### src/rtl/uart_word_rx_pkg.sv
// Shared definitions for the UART word receiver: byte FSM encoding,
// board-clock defaults and the word-assembly helper.
package uart_word_rx_pkg;

  typedef enum logic [1:0] {
    ST_IDLE  = 2'd0,
    ST_START = 2'd1,
    ST_DATA  = 2'd2,
    ST_STOP  = 2'd3
  } rx_state_e;

  // 25 MHz board clock at 115200 baud
  localparam int unsigned DEFAULT_CLKS_PER_BIT = 217;
  localparam int unsigned DEFAULT_TIMEOUT_BITS = 16;

  function automatic logic [15:0] make_word(input logic [7:0] hi, input logic [7:0] lo);
    return {hi, lo};
  endfunction

endpackage

### src/rtl/uart_rx_byte.sv
// 8N1 byte deserialiser: RX synchroniser, mid-bit timer and byte FSM.
// Emits registered byte_valid / frame_err pulses; busy_o is high outside IDLE.
module uart_rx_byte
  import uart_word_rx_pkg::*;
#(
  parameter int unsigned CLKS_PER_BIT = DEFAULT_CLKS_PER_BIT
) (
  input  logic       clk_i,
  input  logic       rst_i,
  input  logic       rx_i,
  output logic [7:0] byte_o,
  output logic       byte_valid_o,
  output logic       frame_err_o,
  output logic       busy_o
);

  localparam int unsigned CW = $clog2(CLKS_PER_BIT);
  localparam logic [CW-1:0] HALF_CNT = CW'(CLKS_PER_BIT / 2 - 1);
  localparam logic [CW-1:0] FULL_CNT = CW'(CLKS_PER_BIT - 1);

  rx_state_e   state_q, state_d;
  logic [CW-1:0] cnt_q, cnt_d;
  logic [2:0]  bit_idx_q, bit_idx_d;
  logic [7:0]  shift_q, shift_d;
  logic        valid_q, valid_d;
  logic        err_q, err_d;
  logic        rx_meta_q, rx_s_q;
  logic        fall_s;

  always_ff @(posedge clk_i or posedge rst_i) begin
    if (rst_i) begin
      rx_meta_q <= 1'b1;
      rx_s_q    <= 1'b1;
    end else begin
      rx_meta_q <= rx_i;
      rx_s_q    <= rx_meta_q;
    end
  end

  // rx_s is falling on this edge; entering START now keeps samples at mid-bit
  assign fall_s = rx_s_q & ~rx_meta_q;

  always_ff @(posedge clk_i or posedge rst_i) begin
    if (rst_i) begin
      state_q   <= ST_IDLE;
      cnt_q     <= '0;
      bit_idx_q <= 3'd0;
      shift_q   <= 8'h00;
      valid_q   <= 1'b0;
      err_q     <= 1'b0;
    end else begin
      state_q   <= state_d;
      cnt_q     <= cnt_d;
      bit_idx_q <= bit_idx_d;
      shift_q   <= shift_d;
      valid_q   <= valid_d;
      err_q     <= err_d;
    end
  end

  always_comb begin
    state_d   = state_q;
    cnt_d     = cnt_q;
    bit_idx_d = bit_idx_q;
    shift_d   = shift_q;
    valid_d   = 1'b0;
    err_d     = 1'b0;
    case (state_q)
      ST_IDLE: begin
        if (fall_s) begin
          state_d = ST_START;
          cnt_d   = HALF_CNT;
        end else begin
          state_d = ST_IDLE;
        end
      end
      ST_START: begin
        if (cnt_q != '0) begin
          cnt_d = cnt_q - CW'(1);
        end else if (!rx_s_q) begin
          state_d   = ST_DATA;
          bit_idx_d = 3'd0;
          cnt_d     = FULL_CNT;
        end else begin
          state_d = ST_IDLE;
        end
      end
      ST_DATA: begin
        if (cnt_q != '0) begin
          cnt_d = cnt_q - CW'(1);
        end else begin
          shift_d = {rx_s_q, shift_q[7:1]};
          cnt_d   = FULL_CNT;
          if (bit_idx_q == 3'd7) begin
            state_d   = ST_STOP;
            bit_idx_d = 3'd0;
          end else begin
            bit_idx_d = bit_idx_q + 3'd1;
          end
        end
      end
      ST_STOP: begin
        if (cnt_q != '0) begin
          cnt_d = cnt_q - CW'(1);
        end else begin
          state_d = ST_IDLE;
          if (rx_s_q) begin
            valid_d = 1'b1;
          end else begin
            err_d = 1'b1;
          end
        end
      end
      default: begin
        state_d = ST_IDLE;
        cnt_d   = '0;
      end
    endcase
  end

  assign byte_o       = shift_q;
  assign byte_valid_o = valid_q;
  assign frame_err_o  = err_q;
  assign busy_o       = (state_q != ST_IDLE);

endmodule

### src/rtl/uart_word_rx.sv
// Pairs received bytes low-then-high into 16-bit words for the Hack load path;
// a lone low byte is dropped after TIMEOUT_BITS idle bit-times.
module uart_word_rx
  import uart_word_rx_pkg::*;
#(
  parameter int unsigned CLKS_PER_BIT = DEFAULT_CLKS_PER_BIT,
  parameter int unsigned TIMEOUT_BITS = DEFAULT_TIMEOUT_BITS
) (
  input  logic        CLK,
  input  logic        RESET,
  input  logic        RX,
  output logic [15:0] OUT,
  output logic        LOAD,
  output logic        ERR
);

  localparam int unsigned TMO_LIMIT = TIMEOUT_BITS * CLKS_PER_BIT;
  localparam int unsigned TW        = $clog2(TMO_LIMIT + 1);

  logic [7:0]    rx_byte_s;
  logic          byte_valid_s, frame_err_s, busy_s;
  logic [15:0]   out_q, out_d;
  logic          load_q, load_d;
  logic          err_q, err_d;
  logic          half_q, half_d;
  logic [7:0]    low_q, low_d;
  logic [TW-1:0] tmo_q, tmo_d;

  uart_rx_byte #(
    .CLKS_PER_BIT(CLKS_PER_BIT)
  ) u_byte (
    .clk_i       (CLK),
    .rst_i       (RESET),
    .rx_i        (RX),
    .byte_o      (rx_byte_s),
    .byte_valid_o(byte_valid_s),
    .frame_err_o (frame_err_s),
    .busy_o      (busy_s)
  );

  always_ff @(posedge CLK or posedge RESET) begin
    if (RESET) begin
      out_q  <= 16'h0000;
      load_q <= 1'b0;
      err_q  <= 1'b0;
      half_q <= 1'b0;
      low_q  <= 8'h00;
      tmo_q  <= '0;
    end else begin
      out_q  <= out_d;
      load_q <= load_d;
      err_q  <= err_d;
      half_q <= half_d;
      low_q  <= low_d;
      tmo_q  <= tmo_d;
    end
  end

  // Byte events take priority; the timeout only runs while the line is idle
  always_comb begin
    out_d  = out_q;
    load_d = 1'b0;
    err_d  = 1'b0;
    half_d = half_q;
    low_d  = low_q;
    tmo_d  = tmo_q;
    if (frame_err_s) begin
      err_d  = 1'b1;
      half_d = 1'b0;
      tmo_d  = '0;
    end else if (byte_valid_s) begin
      if (half_q) begin
        out_d  = make_word(rx_byte_s, low_q);
        load_d = 1'b1;
        half_d = 1'b0;
      end else begin
        low_d  = rx_byte_s;
        half_d = 1'b1;
      end
      tmo_d = '0;
    end else if (half_q && !busy_s) begin
      if (tmo_q == TW'(TMO_LIMIT - 1)) begin
        half_d = 1'b0;
        tmo_d  = '0;
      end else begin
        tmo_d = tmo_q + TW'(1);
      end
    end else begin
      tmo_d = '0;
    end
  end

  assign OUT  = out_q;
  assign LOAD = load_q;
  assign ERR  = err_q;

endmodule

### config.mk
export PLATFORM = sky130hd
export DESIGN_NAME = uart_word_rx
export DESIGN_NICKNAME = d
export VERILOG_FILES = /design/src/rtl/uart_word_rx_pkg.sv /design/src/rtl/uart_rx_byte.sv /design/src/rtl/uart_word_rx.sv
export SDC_FILE = /design/constraint.sdc
export NUM_CORES = 1
export LEC_CHECK = 0
export CAP_MARGIN = 20
export CORE_UTILIZATION = 45
export CTS_CLUSTER_SIZE = 14
export DETAILED_ROUTE_END_ITERATION = 10
export GPL_TIMING_DRIVEN = 0
export HOLD_SLACK_MARGIN = 0.03
export SLEW_MARGIN = 30
export SYNTH_ARGS = -nofsm -noshare
export SYNTH_HDL_FRONTEND = slang
export SYNTH_HIERARCHICAL = 1
export SYNTH_SLANG_ARGS = --single-unit
### constraint.sdc
create_clock -name CLK -period 2.1 [get_ports CLK]
set_input_delay 0.42 -clock CLK [delete_from_list [all_inputs] [get_ports CLK]]
set_output_delay 0.42 -clock CLK [all_outputs]
set_load 0.01 [all_outputs]
==> impl_metrics.csv <==
group,metric,value,unit
setup_path,worstSetupPathType,"reg2reg",
yosys,synthesis.instances,244,
routing,drt.antenna.violating_nets,0,
global_routing,grt_total_usage,17.02,%
sta,finalCriticalPeriod,1.991,ns
routing,detailedRoute.firstIterationViolations,150,
yosys,synth_ff_type,"dfrtp_1",
power,static-leakage-power,1.637,nW
outcome,violations,"design-rule violations",
yosys,synth-edff-count,0,
sta,finalClockSkew,0.01038,ns
placement,port-buffer-count,20,
final_layout,finalNetCount,287,
yosys,share_of_cell_area_taken_by_muxes_after_synthesis,13.71,%
floorplanning,ports,21,
yosys,fraction_of_the_mapped_netlist_area_in_compound_gates,11.73,%
cts,cts.root.buffer_cell,"clkbuf_8",
power,clockPowerShare,34.5,%
placement,dpl.hpwl,3753,um
setup_path,critical_path_peak_fanout,9,
yosys,synth_top_cell_area_share,51.22,%
yosys,post_synth.cell_area_avg,12.41,um2
power,cellInternalPower,2.371,mW
setup_path,crit_required,2.32,ns
routing,num_vias,1994,
global_routing,pin_count_of_the_biggest_net_entering_global_routing,26,
final_layout,final_cell_mix,"dfrtp_1 (62), mux2_2 (24), clkdlybuf4s50_1 (20)",
sta,max_freq,0.5023,GHz
sta,hold_viol,0,
global_routing,grt_first_pass_wirelength,9308,um
routing,drt-pass1-iter-count,7,
sta,max_slew.worst_pin.slew,0.7131,ns
setup_path,worstSetupStartpointType,"flop",
power,p_sw,1.102,mW
routing,postRouteWirelength,5434,um
final_layout,post_route_cells_drive_above_1_share,26.43,%
routing,via_per_instance_ratio,5.585,
yosys,mappedNetlistNets,256,
power,seqPwrFrac,41.2,%
global_routing,overflow,0,
sta,timing.final.crit_share,94.80,%
global_routing,first_global_vias,1921,
yosys,ys_seq_area_share,52.95,%
placement,last_weighted_congestion_value_of_the_routability_driven_placer,0.7832,
cts,worstSkewPairLatency,0.34,ns
yosys,synth_top_family_by_area,"simple AND/OR/NAND/NOR gates",
sta,finalSetupViolCount,0,
yosys,synth_top_cells_by_area,"dfrtp_1 (51%), mux2_2 (8.9%), mux2_4 (4.5%), ha_1 (3.7%), a21oi_1 (2.1%)",
floorplanning,chipWidth,84.05,um
yosys,synth-simple-area-share,13.80,%
sta,fin_worst_hold_slack,0.3664,ns
cts,numClockSinks,64,
power,power_density,968.3,nW/um2
min_path,hp-class,"reg2reg",
yosys,synth-xor-area-share,1.157,%
cts,tritoncts,"done",
yosys,synth_adder_area_share,3.717,%
setup_path,endpoint_kind,"flop",
cts,ctsLongestPathBuffers,2,
power,worst_ir_drop_vdd,0.5789,mV
cts,path_clk_slew,0.08,ns
yosys,synth_top_cell_by_area,"dfrtp_1",
yosys,synth_area,3029,um2
yosys,fraction_of_registers_with_async_set_or_reset_after_synthesis,100.0,%
cts,cts_inserted_buffers,9,
yosys,synthesis.yosys.warnings,6,
floorplanning,die_height,84.05,um
placement,cell_total_after_placement,342,
final_layout,mostFrequentLayoutCell,"dfrtp_1",
final_layout,synthToLayoutAreaGrowth,18.42,%
floorplanning,start_util,47.17,%
cts,cts-htree-levels,3,
sta,worst_slew_margin_rel,52.25,%
yosys,synth-seq-cells,64,
final_layout,antenna_cells_inserted,0,
setup_path,worst_ep_arrival_time,2.22,ns
sta,final_count_of_pins_violating_max_slew,0,
global_routing,antenna_violations_before_repair,0,
outcome,run_status,"finished with violations",
job,max-cap-violations,0,
power,power.share.switching,31.73,%
floorplanning,die-area,7064,um2
floorplanning,core_area,6422,um2
power,comb_power_share,24.3,%
routing,wire_per_inst,15.22,um
routing,detail_route.drc_violations,3,
sta,setup_repair_after_global_routing_missed_its_margin,"false",
floorplanning,num_rows,29,
final_layout,instances_no_fill,357,
yosys,synth.distinct_cells,53,
## kinds of logic after synthesis
logic type,Yosys count
AO/OA/AOI/OAI,53
XOR/XNOR,4
flip-flops,64
AND/OR/NAND/NOR,61
adder cells (fa/ha/maj),9
buffers and inverters,19
multiplexers,34
## area by class of cell
cell class,instances,area (um2)
fill,553,2835
sequential,64,1604
multi-input combinational,161,1345
timing repair buffer,21,227.7
clock buffer,9,123.9
clock inverter,7,105.1
tap,77,96.34
inverter,13,48.80
buffer,5,36.28
## sequential cells by signal (all words and copies together), names as in the netlist, named ones only
name and flops:
u_byte/rx_s_q 1, u_byte/state_q 1, LOAD 1, ERR 1, OUT 16, u_byte/byte_o 8, half_q 1, u_byte/rx_meta_q 1
u_byte/cnt_q 8, u_byte/byte_valid_o 1, u_byte/bit_idx_q 3, low_q 8, u_byte/frame_err_o 1, tmo_q 12
## worst max-delay path: stages, from the launching register on
cell     delay [ns]
dfrtp_1        0.43
inv_1          0.08
ha_1           0.19
or3b_1         0.35
buf_4          0.19
nor2_8         0.22
nand2_8        0.12
mux2_4         0.31
## power by group through the flow
stage                     combinational, mW  clock, mW  sequential (mW)
after global placement                0.818          0             1.45
after global routing                  0.938       1.29             1.45
final                                 0.843       1.20             1.43
after CTS                             0.838       1.24             1.43
after detailed placement              0.834          0             1.45
after floorplan                       0.682          0             1.43
## cells in the mapped netlist (4+ instances only)
master    n
o21ai_0   9
inv_1    13
ha_1      9
nand2_1   4
o31ai_1   6
dfrtp_1  62
mux2_2   24
mux2_4    9
a21oi_1  13
nor3_1    6
nor2_1   12
or3_1     4
## metal layers
layer | vias to the layer above | wire, um | GRT usage, %
met3 | 8 | 159 | 3.066
li1 | 974 | - | -
met2 | 34 | 2476 | 25.19
met1 | 978 | 2708 | 23.46
met5 | - | 0 | 0
met4 | 0 | 90 | 9.875
## timing repair
action	4_1_cts	5_1_grt
pin swaps	0	0
hold buffers	0	0
gates cloned	0	0
hold endpoints to repair	0	0
endpoints found under the setup margin	10	10
resized for setup	0	2
setup buffers	0	0
## path summary, 6_finish.rpt
path	slack, ns	start	cells past startpoint	endpoint
worst max register to register	0.11	u_byte/cnt_q[0]	7	u_byte/byte_o[0]
worst min-delay path	0.37	u_byte/rx_meta_q	0	u_byte/rx_s_q
worst max-delay path	0.11	u_byte/cnt_q[0]	7	u_byte/byte_o[0]
min in group asynchronous	0.49	RESET	2	u_byte/byte_o[4]
max in group asynchronous	1.14	RESET	3	OUT[0]
worst min register to register	0.37	u_byte/rx_meta_q	0	u_byte/rx_s_q
## metrics by stage
step	instance area [um2]	worst slack, ns	power [mW]	TNS (ns)	utilization (%)
after CTS	3578	0.02450	3.506	0	55.72
final	3587	0.1091	3.473	0	55.85
after detailed placement	3353	-0.05573	2.284	-0.2224	52.21
after floorplan	3029	0.2480	2.107	0	-
after global routing	3587	0.01534	3.681	0	55.85
after global placement	3326	-0.1249	2.268	-5.435	51.78
Power figures use the tool's default switching activity.
